`config.mk`:
```
export PLATFORM = sky130hd
export DESIGN_NAME = ex_muldiv_flat
export DESIGN_NICKNAME = d
export VERILOG_FILES = /design/src/rtl/ex_muldiv_pkg.sv /design/src/rtl/ex_muldiv_if.sv /design/src/rtl/ex_muldiv_core.sv /design/src/rtl/ex_muldiv.sv /design/src/flat_wrapper.sv
export SDC_FILE = /design/constraint.sdc
export NUM_CORES = 1
export LEC_CHECK = 0
export CAP_MARGIN = 20
export CELL_PAD_IN_SITES_DETAIL_PLACEMENT = 0
export CELL_PAD_IN_SITES_GLOBAL_PLACEMENT = 1
export CORE_UTILIZATION = 45
export DETAILED_ROUTE_END_ITERATION = 16
export GPL_TIMING_DRIVEN = 0
export PLACE_DENSITY_LB_ADDON = 0.08
export SYNTH_ARGS = -nofsm -noshare
export SYNTH_HDL_FRONTEND = slang
export SYNTH_SLANG_ARGS = --single-unit
```
`constraint.sdc`:
```
create_clock -name clk -period 6.8 [get_ports clk]
set_input_delay 1.02 -clock clk [delete_from_list [all_inputs] [get_ports clk]]
set_output_delay 1.02 -clock clk [all_outputs]
set_load 0.02 [all_outputs]
```
`src/rtl/ex_muldiv_pkg.sv`:
```
// Shared M-extension definitions: funct3 op encodings, FSM state type, operand-sign helpers.
// Latency: n/a (types and constants only).
// Backpressure: n/a.
package ex_muldiv_pkg;

    localparam logic [2:0] F3_MUL    = 3'b000;
    localparam logic [2:0] F3_MULH   = 3'b001;
    localparam logic [2:0] F3_MULHSU = 3'b010;
    localparam logic [2:0] F3_MULHU  = 3'b011;
    localparam logic [2:0] F3_DIV    = 3'b100;
    localparam logic [2:0] F3_DIVU   = 3'b101;
    localparam logic [2:0] F3_REM    = 3'b110;
    localparam logic [2:0] F3_REMU   = 3'b111;

    typedef enum logic [1:0] {
        ST_IDLE = 2'd0,
        ST_CALC = 2'd1,
        ST_DONE = 2'd2
    } md_state_e;

    // rs1 is read as two's complement for these ops
    function automatic logic f3_a_signed(input logic [2:0] f3);
        return (f3 == F3_MUL) || (f3 == F3_MULH) || (f3 == F3_MULHSU) ||
               (f3 == F3_DIV) || (f3 == F3_REM);
    endfunction

    // rs2 is read as two's complement for these ops
    function automatic logic f3_b_signed(input logic [2:0] f3);
        return (f3 == F3_MUL) || (f3 == F3_MULH) || (f3 == F3_DIV) || (f3 == F3_REM);
    endfunction

endpackage

```
`src/rtl/ex_muldiv_if.sv`:
```
// Execute-stage <-> multiply/divide unit request and response bundle.
// Latency: n/a (wires only).
// Backpressure: MD_Busy stalls the pipeline while the unit accepts or iterates.
interface ex_muldiv_if #(
    parameter int DATA_WIDTH = 32
);
    logic                  E_Start;
    logic [2:0]            E_Funct3;
    logic [DATA_WIDTH-1:0] E_SrcA;
    logic [DATA_WIDTH-1:0] E_SrcB;
    logic [4:0]            E_Rd;
    logic                  E_Flush;
    logic                  MD_Busy;
    logic                  MD_Done;
    logic [DATA_WIDTH-1:0] MD_Result;
    logic [4:0]            MD_Rd;

    // Pipeline side: issues requests, consumes results
    modport master (
        output E_Start, E_Funct3, E_SrcA, E_SrcB, E_Rd, E_Flush,
        input  MD_Busy, MD_Done, MD_Result, MD_Rd
    );

    // Unit side
    modport slave (
        input  E_Start, E_Funct3, E_SrcA, E_SrcB, E_Rd, E_Flush,
        output MD_Busy, MD_Done, MD_Result, MD_Rd
    );
endinterface

```
`src/rtl/ex_muldiv_core.sv`:
```
// Radix-2 iterative unsigned datapath: shift-add multiply or restoring shift-subtract divide.
// Latency: one step per step_i cycle; last_o flags the DATA_WIDTH-th step.
// Backpressure: none; the controlling FSM decides when to load and step.
module ex_muldiv_core #(
    parameter int DATA_WIDTH = 32,
    parameter int XLEN_LOG2  = 5
) (
    input  logic                  clk,
    input  logic                  rst,
    input  logic                  load_i,
    input  logic                  step_i,
    input  logic                  is_div_i,
    input  logic [DATA_WIDTH-1:0] op_i,      // multiplicand or divisor magnitude
    input  logic [DATA_WIDTH-1:0] sreg_i,    // multiplier or dividend magnitude
    output logic [DATA_WIDTH-1:0] acc_d_o,   // accumulator after the current step
    output logic [DATA_WIDTH-1:0] sreg_d_o,  // shift register after the current step
    output logic                  last_o
);
    localparam int DW = DATA_WIDTH;
    localparam logic [XLEN_LOG2-1:0] CNT_LAST = XLEN_LOG2'(DW - 1);

    logic [DW-1:0]        acc_q, sreg_q, op_q;
    logic [XLEN_LOG2-1:0] cnt_q;
    logic                 div_q;

    logic [DW:0]   mul_sum;
    logic [DW:0]   div_shift;
    logic          div_fits;
    logic [DW-1:0] div_sub;
    logic [DW-1:0] acc_d, sreg_d;

    // One iteration: multiply shifts {acc,sreg} right after a conditional add,
    // divide shifts the remainder left and subtracts when the divisor fits.
    always_comb begin
        mul_sum   = {1'b0, acc_q} + (sreg_q[0] ? {1'b0, op_q} : '0);
        div_shift = {acc_q, sreg_q[DW-1]};
        div_fits  = (div_shift >= {1'b0, op_q});
        div_sub   = div_shift[DW-1:0] - op_q;
        if (div_q) begin
            acc_d  = div_fits ? div_sub : div_shift[DW-1:0];
            sreg_d = {sreg_q[DW-2:0], div_fits};
        end else begin
            acc_d  = mul_sum[DW:1];
            sreg_d = {mul_sum[0], sreg_q[DW-1:1]};
        end
    end

    assign acc_d_o  = acc_d;
    assign sreg_d_o = sreg_d;
    assign last_o   = (cnt_q == CNT_LAST);

    // Operand load on accept, then one step per cycle while stepping
    always_ff @(posedge clk or posedge rst) begin
        if (rst) begin
            acc_q  <= '0;
            sreg_q <= '0;
            op_q   <= '0;
            cnt_q  <= '0;
            div_q  <= 1'b0;
        end else if (load_i) begin
            acc_q  <= '0;
            sreg_q <= sreg_i;
            op_q   <= op_i;
            cnt_q  <= '0;
            div_q  <= is_div_i;
        end else if (step_i) begin
            acc_q  <= acc_d;
            sreg_q <= sreg_d;
            cnt_q  <= cnt_q + XLEN_LOG2'(1);
        end
    end

endmodule

```
`src/rtl/ex_muldiv.sv`:
```
// RV32M multiply/divide unit: sign handling, div special cases, IDLE/CALC/DONE control.
// Latency: DATA_WIDTH+1 cycles from request to MD_Done; 1 cycle for div-by-zero / overflow.
// Backpressure: MD_Busy stalls the pipeline from request until the DONE cycle.
module ex_muldiv
    import ex_muldiv_pkg::*;
#(
    parameter int DATA_WIDTH = 32,
    parameter int XLEN_LOG2  = 5
) (
    input  logic       clk,
    input  logic       rst,
    ex_muldiv_if.slave md
);
    localparam int DW = DATA_WIDTH;
    localparam logic [DW-1:0] MIN_NEG = {1'b1, {(DW-1){1'b0}}};

    md_state_e     state_q;
    logic [2:0]    f3_q;
    logic          neg_q;       // final result must be negated
    logic [4:0]    rd_q;
    logic [DW-1:0] result_q;
    logic [4:0]    md_rd_q;
    logic          done_q;

    logic          accept;
    logic          a_neg, b_neg, req_div, div_zero, div_ovf, special, res_neg;
    logic [DW-1:0] a_mag, b_mag, special_res, ld_op, ld_sreg;

    logic          core_load, core_step, core_last;
    logic [DW-1:0] core_acc_d, core_sreg_d;

    logic [2*DW-1:0] prod_mag, prod_fix;
    logic [DW-1:0]   div_mag, div_fix, calc_res;

    assign accept = (state_q == ST_IDLE) && md.E_Start && !md.E_Flush;

    // Request decode: operand magnitudes, result sign, and the two divide special cases
    always_comb begin
        req_div  = md.E_Funct3[2];
        a_neg    = f3_a_signed(md.E_Funct3) && md.E_SrcA[DW-1];
        b_neg    = f3_b_signed(md.E_Funct3) && md.E_SrcB[DW-1];
        a_mag    = a_neg ? -md.E_SrcA : md.E_SrcA;
        b_mag    = b_neg ? -md.E_SrcB : md.E_SrcB;
        // remainder follows the dividend; product and quotient follow the sign product
        res_neg  = (req_div && md.E_Funct3[1]) ? a_neg : (a_neg ^ b_neg);
        div_zero = req_div && (md.E_SrcB == '0);
        div_ovf  = req_div && !md.E_Funct3[0] && (md.E_SrcA == MIN_NEG) && (md.E_SrcB == '1);
        special  = div_zero || div_ovf;
        if (div_zero) begin
            special_res = md.E_Funct3[1] ? md.E_SrcA : '1;
        end else begin
            special_res = md.E_Funct3[1] ? '0 : md.E_SrcA;
        end
        // multiply iterates over the multiplier, divide over the dividend
        ld_op   = req_div ? b_mag : a_mag;
        ld_sreg = req_div ? a_mag : b_mag;
    end

    assign core_load = accept && !special;
    assign core_step = (state_q == ST_CALC) && !md.E_Flush;

    ex_muldiv_core #(
        .DATA_WIDTH (DATA_WIDTH),
        .XLEN_LOG2  (XLEN_LOG2)
    ) u_core (
        .clk      (clk),
        .rst      (rst),
        .load_i   (core_load),
        .step_i   (core_step),
        .is_div_i (req_div),
        .op_i     (ld_op),
        .sreg_i   (ld_sreg),
        .acc_d_o  (core_acc_d),
        .sreg_d_o (core_sreg_d),
        .last_o   (core_last)
    );

    // Final result from the last iteration, sign-corrected and half-selected
    always_comb begin
        prod_mag = {core_acc_d, core_sreg_d};
        prod_fix = neg_q ? -prod_mag : prod_mag;
        div_mag  = f3_q[1] ? core_acc_d : core_sreg_d;
        div_fix  = neg_q ? -div_mag : div_mag;
        if (f3_q[2]) begin
            calc_res = div_fix;
        end else if (f3_q[1:0] == 2'b00) begin
            calc_res = prod_fix[DW-1:0];
        end else begin
            calc_res = prod_fix[2*DW-1:DW];
        end
    end

    // Control FSM with registered done pulse, result and destination register
    always_ff @(posedge clk or posedge rst) begin
        if (rst) begin
            state_q  <= ST_IDLE;
            f3_q     <= '0;
            neg_q    <= 1'b0;
            rd_q     <= '0;
            result_q <= '0;
            md_rd_q  <= '0;
            done_q   <= 1'b0;
        end else begin
            done_q <= 1'b0;
            case (state_q)
                ST_IDLE: begin
                    if (accept) begin
                        f3_q  <= md.E_Funct3;
                        neg_q <= res_neg;
                        rd_q  <= md.E_Rd;
                        if (special) begin
                            state_q  <= ST_DONE;
                            result_q <= special_res;
                            md_rd_q  <= md.E_Rd;
                            done_q   <= 1'b1;
                        end else begin
                            state_q <= ST_CALC;
                        end
                    end
                end
                ST_CALC: begin
                    if (md.E_Flush) begin
                        state_q <= ST_IDLE;
                    end else if (core_last) begin
                        state_q  <= ST_DONE;
                        result_q <= calc_res;
                        md_rd_q  <= rd_q;
                        done_q   <= 1'b1;
                    end
                end
                ST_DONE: begin
                    state_q <= ST_IDLE;
                end
                default: begin
                    state_q <= ST_IDLE;
                end
            endcase
        end
    end

    // Stall covers the request cycle and every iteration; released in DONE
    assign md.MD_Busy   = !rst && (accept || (state_q == ST_CALC));
    assign md.MD_Done   = done_q;
    assign md.MD_Result = result_q;
    assign md.MD_Rd     = md_rd_q;

endmodule

```
`src/flat_wrapper.sv`:
```
// flat-port wrapper written by rule: the top's interface ports become plain ports
module ex_muldiv_flat import ex_muldiv_pkg::*;
#(
    parameter int DATA_WIDTH = 32,
    parameter int XLEN_LOG2  = 5
)
  (clk, rst, md_E_Start, md_E_Funct3, md_E_SrcA, md_E_SrcB, md_E_Rd, md_E_Flush, md_MD_Busy, md_MD_Done, md_MD_Result, md_MD_Rd);
  ex_muldiv_if #(.DATA_WIDTH(DATA_WIDTH)) md_i ();
  input  logic clk;
  input  logic rst;
  input wire logic [$bits(md_i.E_Start)-1:0] md_E_Start;
  input wire logic [$bits(md_i.E_Funct3)-1:0] md_E_Funct3;
  input wire logic [$bits(md_i.E_SrcA)-1:0] md_E_SrcA;
  input wire logic [$bits(md_i.E_SrcB)-1:0] md_E_SrcB;
  input wire logic [$bits(md_i.E_Rd)-1:0] md_E_Rd;
  input wire logic [$bits(md_i.E_Flush)-1:0] md_E_Flush;
  output wire logic [$bits(md_i.MD_Busy)-1:0] md_MD_Busy;
  output wire logic [$bits(md_i.MD_Done)-1:0] md_MD_Done;
  output wire logic [$bits(md_i.MD_Result)-1:0] md_MD_Result;
  output wire logic [$bits(md_i.MD_Rd)-1:0] md_MD_Rd;
  assign md_i.E_Start = md_E_Start;
  assign md_i.E_Funct3 = md_E_Funct3;
  assign md_i.E_SrcA = md_E_SrcA;
  assign md_i.E_SrcB = md_E_SrcB;
  assign md_i.E_Rd = md_E_Rd;
  assign md_i.E_Flush = md_E_Flush;
  assign md_MD_Busy = md_i.MD_Busy;
  assign md_MD_Done = md_i.MD_Done;
  assign md_MD_Result = md_i.MD_Result;
  assign md_MD_Rd = md_i.MD_Rd;
  ex_muldiv #(.DATA_WIDTH(DATA_WIDTH), .XLEN_LOG2(XLEN_LOG2)) u_core (.clk(clk), .rst(rst), .md(md_i));
endmodule
```
==> impl_metrics.py <==
metrics = {
    "sta": {
        "setup_viol": 0,
        "worst_pin_slew_ns": 1.22,
        "timing.clock.skew_ns": 0.0130,
        "whs_ns": 0.482,
        "slew_headroom": 0.164,
        "fmax_mhz": 149,
        "fin_crit_sh": 0.989,
        "min_period_ns": 6.73,
        "final_hold_viol_count": 0,
        "final_max_slew_viol_count": 0,
    },
    "drt": {
        "first_pass_iters": 9,
        "wl_per_cell_um": 31.8,
        "dr_total_vias": 21700,
        "wl_met2_um": 40400,
        "post_drt_via_cell_ratio": 7.07,
        "highest_layer": "met5",
        "drc": 0,
        "wl_um": 97600,
        "drt-met1-wl_um": 37800,
        "wl_met3_um": 12900,
        "drtIter0Drc": 3035,
        "ant_nets": 0,
    },
    "synthesis": {
        "synth-seq-area-share": 0.213,
        "synthTopCellsByArea": "dfrtp_1 (21%), a21oi_1 (6.3%), o21ai_0 (5.9%)",
        "synth_top_area_share": 0.213,
        "synth-seq-cells": 151,
        "yosysWarnings": 0,
        "synthCells": 2406,
        "avgSynthCellArea_um2": 7.38,
        "synth_nets": 2555,
        "synth.distinct_cells": 113,
        "syn_area_um2": 17800,
        "synth_edf_count": 0,
        "synthFlopType": "dfrtp_1",
        "synth_top_area_cell": "dfrtp_1",
        "async_flop_share": 1.00,
    },
    "critical_path": {
        "cp.required_ns": 7.21,
        "crit_top_cell": "inv_1",
        "r2r-start": "u_core.u_core.op_q[21]",
        "startpoint_type": "flip-flop",
        "cp_data_arrival_time_ns": 7.13,
        "rrSetupSlack_ns": 0.07,
        "cpPeakStageDelay_ns": 0.60,
        "critPathKind": "reg -> reg",
        "slowest_stage": "dfrtp_1",
        "r2r-end": "u_core.md.MD_Result[6]",
        "cp-end-kind": "flip-flop",
        "cp_max_fo": 10,
        "r2r_cells": 26,
    },
    "finish": {
        "fillCellCount": 3874,
        "area_growth_pct": 14.1,
        "final_area_um2": 20300,
        "fin_util": 0.522,
        "antenna_cells": 0,
        "final_common_cell": "nand2_1",
        "multi_input_area_um2": 13000,
        "fin_nets": 2692,
        "drive_above_1_share": 0.0751,
        "ff_latch_area_um2": 3780,
        "final_cell_mix": "nand2_1 (264), a21oi_1 (224), o21ai_0 (210), nor2_1 (207), dfrtp_1 (147)",
    },
    "cts": {
        "clock_tree.root_cell": "clkbuf_16",
        "clockBufferDepth": 2,
        "cts_tree": "done",
        "cts_max_level": 4,
        "clkSinkCount": 151,
        "clk_pin_slew_ns": 0.08,
        "cts_buffers": 17,
        "holdBufCountCts": 0,
        "insertion_delay_ns": 0.49,
    },
    "global_route": {
        "antenna_found_initial": 2,
        "grt_use_total": 0.477,
        "grt_pass1_wl_um": 140000,
        "grt-ovfl-total": 0,
        "grt_pass1_vias": 20100,
        "grt_max_degree": 108,
    },
    "floorplanning": {
        "core_um2": 38800,
        "boundaryPins": 115,
        "start_util": 0.457,
        "rows": 72,
        "die_area_um2": 40300,
        "die_h_um": 201,
        "die_w_um": 201,
    },
    "run_status": {
        "status": "complete, no violations",
    },
    "placed_design": {
        "placed_cell_area_um2": 19600,
        "port_buffers": 113,
        "gp_congestion": 1.09,
        "dp.final_hpwl_um": 77800,
    },
    "worst_hold_path": {
        "hp-class": "reg -> reg",
        "hold_end": "u_core.rd_q[1]",
        "whs_path_depth": 2,
        "hp-start": "u_core.rd_q[1]",
    },
    "pwr": {
        "ir_drop_v": 0.000305,
        "p_leak_nw": 7.87,
        "finalPower_mw": 11.0,
        "power-per-cell-area_nw_per_um2": 544,
    },
    "flow_run": {
        "maxCapViolCount": 0,
    },
}
-- registers in the layout (all words and copies together), names as in the netlist --
signal	count
u_core.state_q	2
u_core.rd_q	5
u_core.neg_q	1
u_core.md.MD_Done	1
u_core.u_core.op_q	32
u_core.u_core.sreg_q	32
u_core.u_core.cnt_q	5
u_core.u_core.div_q	1
u_core.md.MD_Result	32
u_core.md.MD_Rd	5
u_core.u_core.acc_q	32
u_core.f3_q	3
-- report_power, final --
part / internal (mW) / switching, mW / leakage, nW
Clock: 0.496 / 0.526 / 0.296
Sequential: 1.21 / 0.481 / 1.89
Combinational: 2.68 / 5.62 / 5.69
-- per-layer routing --
metal	GRT usage	vias up
li1	-	9224
met1	0.616	10500
met2	0.696	1701
met3	0.150	347
met4	0.284	2
met5	0	-
-- area by class of cell --
class,instances,area share
sequential,151,0.187
tap,518,0.0320
clock inverter,15,0.00914
inverter,73,0.0139
clock buffer,17,0.0210
buffer,148,0.0338
multi-input combinational,2033,0.644
timing repair buffer,119,0.0593
-- cell usage after synthesis (all sizes together), types with 11 or more instances --
library cell and count:
o221ai 14, xnor2 86, clkbuf 103, inv 72, o21ai 229, xor2 63, nor2 208, nor4 27
o211ai 31, and2 50, o31ai 51, or3 23, nand2 267, mux2i 42, ha 71, o21a 30
nand4 37, nand2b 26, mux2 28, a21oi 234, a31oi 40, or2 15, a21o 21, nor2b 15
a22oi 21, o22ai 22, nand3 68, a211oi 39, o41ai 11, dfrtp 151, a221oi 11, buf 46
nor3 74, and3 21
-- worst max-delay path by stage --
stage	cells after the start	from	slack, ns	endpoint
6_report	26	u_core.u_core.op_q[21]	0.07	u_core.md.MD_Result[6]
3_3_place_gp	2	rst	-0.71	u_core.u_core.cnt_q[2]
3_5_place_dp	23	u_core.u_core.div_q	-0.53	u_core.md.MD_Result[6]
5_1_grt	26	u_core.u_core.op_q[18]	-0.01	u_core.md.MD_Result[28]
2_1_floorplan	1	rst	1.72	u_core.f3_q[0]
4_1_cts	24	u_core.u_core.op_q[20]	0.04	u_core.md.MD_Result[30]
-- logic make-up after synthesis --
family,Yosys count,synth area share
compound gates,864,0.319
xor+xnor,149,0.0735
fa+ha+maj,77,0.0545
buf+inv,222,0.0536
flops,151,0.213
mux,71,0.0436
simple gates,872,0.243
-- critical path: cells and delay by family, from the launching register on --
kind,cells,cell delay (ns)
AO/OA/AOI/OAI,9,2.57
buffers and inverters,7,1.15
AND/OR/NAND/NOR,8,1.83
flip-flops,1,0.60
adder cells (fa/ha/maj),2,0.46
-- what timing repair did --
action                     4_1_cts  5_1_grt
setup buffers                    0        1
pin swaps                        0        2
setup endpoints to repair       13       16
resized for setup                6        7
-- per-stage QoR --
stage                     TNS [ns]  worst slack [ns]  std cells
final                            0            0.0724       3074
after global routing       -0.0116           -0.0116       3074
after CTS                        0            0.0425       3072
after detailed placement     -2.83            -0.531       3040
after global placement     -105.70            -0.709       3037
after floorplan                  0              1.72       2406
No activity file was read; power rests on OpenSTA's default activity.
